### config.mk
export PLATFORM = sky130hd
export DESIGN_NAME = reg_file_sb
export DESIGN_NICKNAME = d
export VERILOG_FILES = /design/src/rtl/reg_file_sb.sv
export SDC_FILE = /design/constraint.sdc
export NUM_CORES = 1
export LEC_CHECK = 0
export CAP_MARGIN = 10
export CORE_MARGIN = 2
export CORE_UTILIZATION = 65
export CTS_BUF_LIST = sky130_fd_sc_hd__clkbuf_8
export DETAILED_ROUTE_END_ITERATION = 16
export GPL_ROUTABILITY_DRIVEN = 0
export PLACE_DENSITY = 0.94
export SETUP_SLACK_MARGIN = 0.02
export SYNTH_ARGS = -nofsm -noshare
export SYNTH_HDL_FRONTEND = slang
export SYNTH_SLANG_ARGS = --single-unit
### constraint.sdc
create_clock -name clk -period 4 [get_ports clk]
set_input_delay 0.8 -clock clk [delete_from_list [all_inputs] [get_ports clk]]
set_output_delay 0.8 -clock clk [all_outputs]
set_load 0.02 [all_outputs]
### src/rtl/reg_file_sb.sv
// reg_file_sb: integer register file with hardwired-zero entry 0, same-cycle
// write-to-read bypass, a per-entry pending scoreboard and a post-reset
// initialisation sweep that zeroes every entry.
//
// Ports:
//   clk        - rising-edge clock
//   rst        - synchronous, active-low reset
//   wr_en      - write strobe (ignored during the init sweep)
//   wr_addr    - write address
//   wr_data    - write data
//   rd_addr    - NUM_RD packed read addresses, port i at [i*ADDR_W +: ADDR_W]
//   rd_data    - NUM_RD packed read results, port i at [i*WIDTH +: WIDTH]
//   rd_pending - scoreboard bit for each read address
//   busy_set   - marks busy_addr as having an outstanding producer
//   busy_addr  - scoreboard set address
//   init_done  - high once the init sweep has cleared every entry
module reg_file_sb #(
  parameter int WIDTH  = 32,
  parameter int DEPTH  = 32,
  parameter int ADDR_W = 5,
  parameter int NUM_RD = 2,
  parameter int BYPASS = 1
) (
  input  logic                     clk,
  input  logic                     rst,
  input  logic                     wr_en,
  input  logic [ADDR_W-1:0]        wr_addr,
  input  logic [WIDTH-1:0]         wr_data,
  input  logic [NUM_RD*ADDR_W-1:0] rd_addr,
  output logic [NUM_RD*WIDTH-1:0]  rd_data,
  output logic [NUM_RD-1:0]        rd_pending,
  input  logic                     busy_set,
  input  logic [ADDR_W-1:0]        busy_addr,
  output logic                     init_done
);

  typedef enum logic {
    ST_INIT = 1'b0,
    ST_RUN  = 1'b1
  } state_e;

  state_e            state_q, state_d;
  logic [ADDR_W-1:0] cnt_q, cnt_d;
  logic              init_done_q, init_done_d;
  logic [DEPTH-1:0]  pend_q, pend_d;
  logic [WIDTH-1:0]  mem_q [DEPTH];

  logic              run;
  logic              wr_accept;
  logic              set_accept;
  logic              mem_we;
  logic [ADDR_W-1:0] mem_waddr;
  logic [WIDTH-1:0]  mem_wdata;
  logic [ADDR_W-1:0] ra [NUM_RD];

  // Entry 0 is hardwired to zero; addresses at or above DEPTH do not exist.
  function automatic logic addr_ok(input logic [ADDR_W-1:0] a);
    return (a != '0) && (int'(a) < DEPTH);
  endfunction

  assign run        = (state_q == ST_RUN);
  assign wr_accept  = run && wr_en && addr_ok(wr_addr);
  assign set_accept = run && busy_set && addr_ok(busy_addr);
  assign init_done  = init_done_q;

  // The sweep owns the write port while initialising.
  assign mem_we    = run ? wr_accept : 1'b1;
  assign mem_waddr = run ? wr_addr : cnt_q;
  assign mem_wdata = run ? wr_data : '0;

  // NOTE: every variable driven here gets a default first so no path leaves
  // it unassigned, which would otherwise infer a latch.
  always_comb begin
    state_d     = state_q;
    cnt_d       = cnt_q;
    init_done_d = init_done_q;
    if (state_q == ST_INIT) begin
      if (cnt_q == ADDR_W'(DEPTH - 1)) begin
        state_d     = ST_RUN;
        init_done_d = 1'b1;
      end else begin
        cnt_d = cnt_q + 1'b1;
      end
    end
  end

  // Clear is applied before set so a same-address set wins: a new producer
  // has been issued behind the one that is writing back.
  always_comb begin
    pend_d = pend_q;
    if (wr_accept)  pend_d[wr_addr]   = 1'b0;
    if (set_accept) pend_d[busy_addr] = 1'b1;
    pend_d[0] = 1'b0;
  end

  // NOTE: sequential state uses non-blocking assignments so every flop
  // samples the pre-edge value of its inputs regardless of statement order.
  always_ff @(posedge clk) begin
    if (!rst) begin
      state_q     <= ST_INIT;
      cnt_q       <= '0;
      init_done_q <= 1'b0;
      pend_q      <= '0;
    end else begin
      state_q     <= state_d;
      cnt_q       <= cnt_d;
      init_done_q <= init_done_d;
      pend_q      <= pend_d;
    end
  end

  // NOTE: the storage array has no reset; the init sweep clears it over
  // DEPTH cycles so it can map onto plain RAM or a flop array without a
  // wide reset fan-out.
  always_ff @(posedge clk) begin
    if (mem_we) mem_q[mem_waddr] <= mem_wdata;
  end

  always_comb begin
    for (int i = 0; i < NUM_RD; i++) ra[i] = rd_addr[i*ADDR_W +: ADDR_W];
  end

  // Combinational read ports. Outputs are forced quiet during the sweep; a
  // matching in-flight write forwards its data and resolves the hazard.
  always_comb begin
    rd_data    = '0;
    rd_pending = '0;
    for (int i = 0; i < NUM_RD; i++) begin
      if (run && addr_ok(ra[i])) begin
        if ((BYPASS != 0) && wr_en && (wr_addr == ra[i])) begin
          rd_data[i*WIDTH +: WIDTH] = wr_data;
          rd_pending[i]             = 1'b0;
        end else begin
          rd_data[i*WIDTH +: WIDTH] = mem_q[ra[i]];
          rd_pending[i]             = pend_q[ra[i]];
        end
      end
    end
  end

endmodule
==> results of run 1 <==
## layer usage
layer	track usage, %	GRT overflow
met4	72.5	2
met5	59.9	0
met1	72.9	1
met3	72.9	0
met2	88.4	1
## cells in the mapped netlist, types with 3 or more instances
cell          n
nor4_1        3
mux4_2      373
a21oi_1      98
nor2_1       50
o211ai_1      3
inv_1         8
xnor2_1      13
buf_6        18
a211o_1      61
dfxtp_1      38
mux2i_1     315
nand2b_1      6
nand4_1       4
o21bai_1     61
buf_2        72
a2111oi_0    30
o311a_1       3
o221ai_1     30
buf_1         6
a211oi_1     30
a221oi_1    122
edfxtp_1   1024
clkbuf_1    123
a21boi_0     33
and3_1        5
nor2b_1      41
a31oi_1      32
mux2_2       35
nand2_1      68
or2_2         3
and2_1       37
nor3_1        6
buf_4        35
o21ai_0      34
a22oi_1      91
nand3_1       6
## logic make-up after synthesis
| logic type | count (synthesis) |
|---|---|
| buf+inv | 265 |
| flops | 1062 |
| xor+xnor | 13 |
| fa+ha+maj | 2 |
| mux | 725 |
| compound gates | 645 |
| simple gates | 237 |
## per-stage QoR
stage / cell area, um^2 / utilization, % / instances
2_1_floorplan: 51000 / - / 2949
3_3_place_gp: 55900 / 72.0 / 4173
3_5_place_dp: 55900 / 72.0 / 4173
4_1_cts: 59200 / 76.3 / 4497
## what timing repair did
item | CTS
pin swaps | 9
gates resized for setup | 215
gates cloned | 1
buffers inserted | 25
hold buffers | 0
setup endpoints to repair | 66
==> results.py, run 1 <==
metrics = {
    "synthesis": {
        "synth_edf_count": 1024,
        "synth_compound_area_share_pct": 9.41,
        "ys_seq_area_share_pct": 61.8,
        "yosys-mux-area-fraction_pct": 23.5,
        "synth_xor_area_share_pct": 0.223,
        "synth_cell_type_count": 61,
        "yosys.area_share.simple_pct": 2.31,
        "synth_adder_area_share_pct": 0.0491,
        "synthCells": 2949,
        "synth_top_family_by_area": "multiplexers",
        "syn-num-nets": 3007,
        "synth_top_area_share_pct": 60.3,
        "yosys_warnings": 0,
        "syn_area_mm2": 0.0510,
        "async_reset_ff_share_pct": 0,
        "synth_area_per_cell_um2": 17.3,
        "ys_top_cells_by_area": "edfxtp_1, mux4_2, mux2i_1",
        "ys.flop_type": "edfxtp_1",
        "ys_ff_latch": 1062,
        "netlist.top_cell.by_area": "edfxtp_1",
    },
    "sta": {
        "worst-ep-kind": "top-level output",
        "grt-worst-endpoint": "rd_data[62]",
    },
    "clock_tree": {
        "clk_path_buf_depth": 3,
        "cts.htree.levels": 4,
        "numClockSinks": 1062,
        "root_buffer": "clkbuf_8",
        "cts_made_buffers": 162,
    },
    "placed_design": {
        "dpl.hpwl_um": 104000,
        "io_buffers": 122,
        "pre_cts_ws_ns": -0.556,
    },
    "floorplanning": {
        "rows": 102,
        "die_height_um": 284,
        "start_util_pct": 65.7,
        "die_w_um": 284,
        "io_pins": 123,
    },
    "run_status": {
        "stop_error": "[ERROR GRT-0232] Routing congestion too high. Check the congestion heatmap in the GUI.",
        "last-stage-reached": "global routing",
        "outcome": "aborted with a tool error",
    },
    "global_routing": {
        "antenna_found_initial": 46,
        "overflow": 4,
        "grt_max_degree": 43,
        "grt_usage_pct": 77.1,
    },
}
==> run 2: changes to the inputs <==
Settings changed: CORE_UTILIZATION 65 to 40, CTS_BUF_LIST sky130_fd_sc_hd__clkbuf_8 to not set, PLACE_DENSITY 0.94 to not set, PLACE_DENSITY_LB_ADDON set to 0.15, SETUP_SLACK_MARGIN 0.02 to not set.
==> results.py, run 2 <==
metrics = {
    "placed_design": {
        "dpl.hpwl_um": 114000,
        "placed_cells": 4909,
        "io_buffers": 122,
    },
    "synthesis": {
        "synth_area_per_cell_um2": 17.3,
        "netlist.top_cell.by_area": "edfxtp_1",
        "ys_seq_area_share_pct": 61.8,
        "yosys_warnings": 0,
        "ys.flop_type": "edfxtp_1",
        "synth_top_area_share_pct": 60.3,
        "synthCells": 2949,
        "synth_common_cells": "edfxtp_1, mux4_2, mux2i_1",
        "async_reset_ff_share_pct": 0,
        "synth.most_common_cell": "edfxtp_1",
        "ys_ff_latch": 1062,
        "synth_cell_type_count": 61,
        "syn_area_mm2": 0.0510,
        "synth_edf_count": 1024,
        "syn-num-nets": 3007,
        "ys_top_cells_by_area": "edfxtp_1, mux4_2, mux2i_1",
    },
    "cells_and_area": {
        "largestRegisters": "mem_q x1024, pend_q x31, cnt_q x5",
        "layoutNonFillerInstCount": 5145,
        "n_antenna_cell": 0,
        "largest_reg_flops": 1024,
        "area_growth_syn_to_layout_pct": 22.7,
        "regMostFlops": "mem_q",
        "layout.nets": 3451,
        "drive_above_1_share_pct": 32.8,
        "n_fill_cell": 10319,
        "final_common_cell": "edfxtp_1",
        "final_util_pct": 49.6,
        "final_cell_mix": "edfxtp_1, mux4_2, buf_4, mux2i_1, buf_12",
    },
    "detailed_routing": {
        "ant_nets": 0,
        "wire_per_inst_um": 34.0,
        "vias": 32955,
        "drt-pass1-iter-count": 6,
        "viasPerCell": 6.41,
        "wl_um": 175000,
        "drc": 0,
        "drt_iter0_drc": 3470,
    },
    "floorplanning": {
        "start_util_pct": 40.4,
        "die_height_um": 361,
        "die_w_um": 361,
        "core_mm2": 0.126,
        "io_pins": 123,
        "rows": 130,
        "die-area_mm2": 0.130,
    },
    "power": {
        "p_leak_uw": 0.0215,
        "combinationalPowerShare_pct": 9.1,
        "clockPowerShare_pct": 43.1,
        "seq_power_share_pct": 47.8,
        "internal_power_uw": 19700,
        "switchingPower_uw": 5830,
        "sw_frac_of_total_pct": 22.8,
        "powerDensity_mw_per_mm2": 408,
        "peakVddDrop_uv": 358,
    },
    "critical_path": {
        "worstPathArrival_ns": 3.16,
        "crit_required_ns": 3.20,
        "r2r_start": "run$_SDFF_PN0_",
        "cp_slowest_cell": "mux4_2",
        "crit_path_cell_trace": "buf_8 -> buf_12 -> buf_12 -> mux4_2 -> o221ai_1 -> a21oi_1 -> buf_4 -> a211o_1 -> clkdlybuf4s15_2",
        "path_common_cell": "buf_12",
        "critPathKind": "in2out",
        "cp_max_fo": 17,
        "r2r_end": "mem_q[21][22]$_DFFE_PP_",
        "crit_path_end_kind": "output pin",
        "start_kind": "input port",
        "r2r_setup_slack_ns": 1.19,
        "slowest_delay_ns": 0.49,
        "reg2regPathDepth": 5,
    },
    "sta": {
        "skew_ns": 0.0257,
        "slew_violations": 0,
        "rsz0062_at_grt": "false",
        "period_needed_ns": 3.96,
        "tightest_slew_ns": 1.25,
        "max_slew_margin_pct": 16.5,
        "setup_viol": 0,
        "fmax_ghz": 0.253,
        "finalHoldViolations": 0,
        "min_period_over_period_pct": 99.0,
    },
    "worst_hold_path": {
        "holdPathEnd": "pend_q[23]$_SDFF_PN0_",
        "min_path_cells": 2,
        "min_path_type": "reg2reg",
        "worstHoldStart": "pend_q[23]$_SDFF_PN0_",
    },
    "clock_tree": {
        "tritoncts": "built",
        "cts_made_buffers": 116,
        "clk_pin_slew_ns": 0.06,
        "clk_path_buf_depth": 3,
        "root_buffer": "clkbuf_16",
        "cts.htree.levels": 3,
        "clkLatencyLatePin_ns": 0.74,
        "numClockSinks": 1062,
    },
    "global_routing": {
        "overflow": 0,
        "antenna_found_initial": 6,
        "grt_max_degree": 52,
        "grt_pass1_vias": 34245,
        "grt_pass1_wl_um": 251000,
        "grt_usage_pct": 26.7,
    },
    "run_status": {
        "outcome": "finished, final reports clean",
    },
    "job": {
        "drv_cap": 0,
    },
}
-- run 2: cell counts after synthesis --
No cell type changed its count.
-- run 2: layer usage --
metal | GRT usage, % | share of wire (%)
met1 | 35.5 | 40
met2 | 44.1 | 48
met3 | 4.36 | 7.7
met4 | 10.5 | 3.9
met5 | 0 | 0.013
-- run 2: logic make-up after synthesis --
| logic type | after synthesis | share of synthesized area, % |
|---|---|---|
| xor gates and xnor gates | 13 | 0.223 |
| AOI/OAI and AO/OA | 645 | 9.41 |
| DFF | 1062 | 61.8 |
| muxes | 725 | 23.5 |
| adders and majority gates | 2 | 0.0491 |
| buffers and inverters | 265 | 2.66 |
| and+or+nand+nor | 237 | 2.31 |
-- run 2: critical path, delay by kind of cell --
kind / cells / cell delay (ns)
mux: 1 / 0.49
compound gates: 3 / 0.83
buf+inv: 5 / 0.99
-- run 2: worst max path at each step --
| stage | startpoint | endpoint | slack (ns) | depth (start not counted) |
|---|---|---|---|---|
| 5_1_grt | rd_addr[1] | rd_data[19] | 0.002 | 10 |
| 3_3_place_gp | wr_addr[1] | rd_data[5] | -0.94 | 8 |
| 2_1_floorplan | wr_addr[4] | mem_q[22][0]$_DFFE_PP_ | 0.30 | 7 |
| 6_report | rd_addr[5] | rd_data[37] | 0.04 | 9 |
| 4_1_cts | wr_addr[3] | rd_data[32] | 0.004 | 11 |
| 3_5_place_dp | wr_addr[1] | rd_data[7] | -0.61 | 8 |
-- run 2: timing repair --
item / in CTS / in global routing
pin swaps: 3 / 2
endpoints found under the setup margin: 66 / 49
hold buffers: 0 / 0
buffers inserted: 13 / 1
resized for setup: 149 / 16
cloned: 2 / 0
-- run 2: through the flow --
| stage | setup TNS [ns] | hold WS (ns) | instance area [um^2] | power, uW | worst slack, ns |
|---|---|---|---|---|---|
| detailed placement | -19.18 | 0.495 | 58300 | 14700 | -0.612 |
| global route | 0 | 0.533 | 62500 | 26200 | 0.00198 |
| global placement | -20.44 | 0.480 | 58300 | 14700 | -0.940 |
| finish | 0 | 0.505 | 62500 | 25500 | 0.0406 |
| floorplan | 0 | 0.464 | 51000 | 13700 | 0.298 |
| CTS | 0 | 0.505 | 62500 | 25700 | 0.00416 |
-- run 2: layout make-up --
| cell class | count | area (um^2) | area share [%] |
|---|---|---|---|
| clock inverter | 83 | 825 | 1.32 |
| tap | 1650 | 2060 | 3.30 |
| sequential | 1062 | 31500 | 50.4 |
| timing repair buffer | 582 | 6420 | 10.3 |
| clock buffer | 137 | 3090 | 4.94 |
| inverter | 9 | 33.8 | 0.0540 |
| multi-input combinational | 1622 | 18600 | 29.7 |
-- run 2: power groups by stage --
| stage | clock (uW) | combinational, uW | sequential [uW] |
|---|---|---|---|
| after CTS | 11200 | 2310 | 12200 |
| after global routing | 11600 | 2420 | 12200 |
| after global placement | 0 | 2290 | 12400 |
| final | 11000 | 2320 | 12200 |
| after floorplan | 0 | 1250 | 12400 |
| after detailed placement | 0 | 2280 | 12400 |
Power figures use the tool's default switching activity.
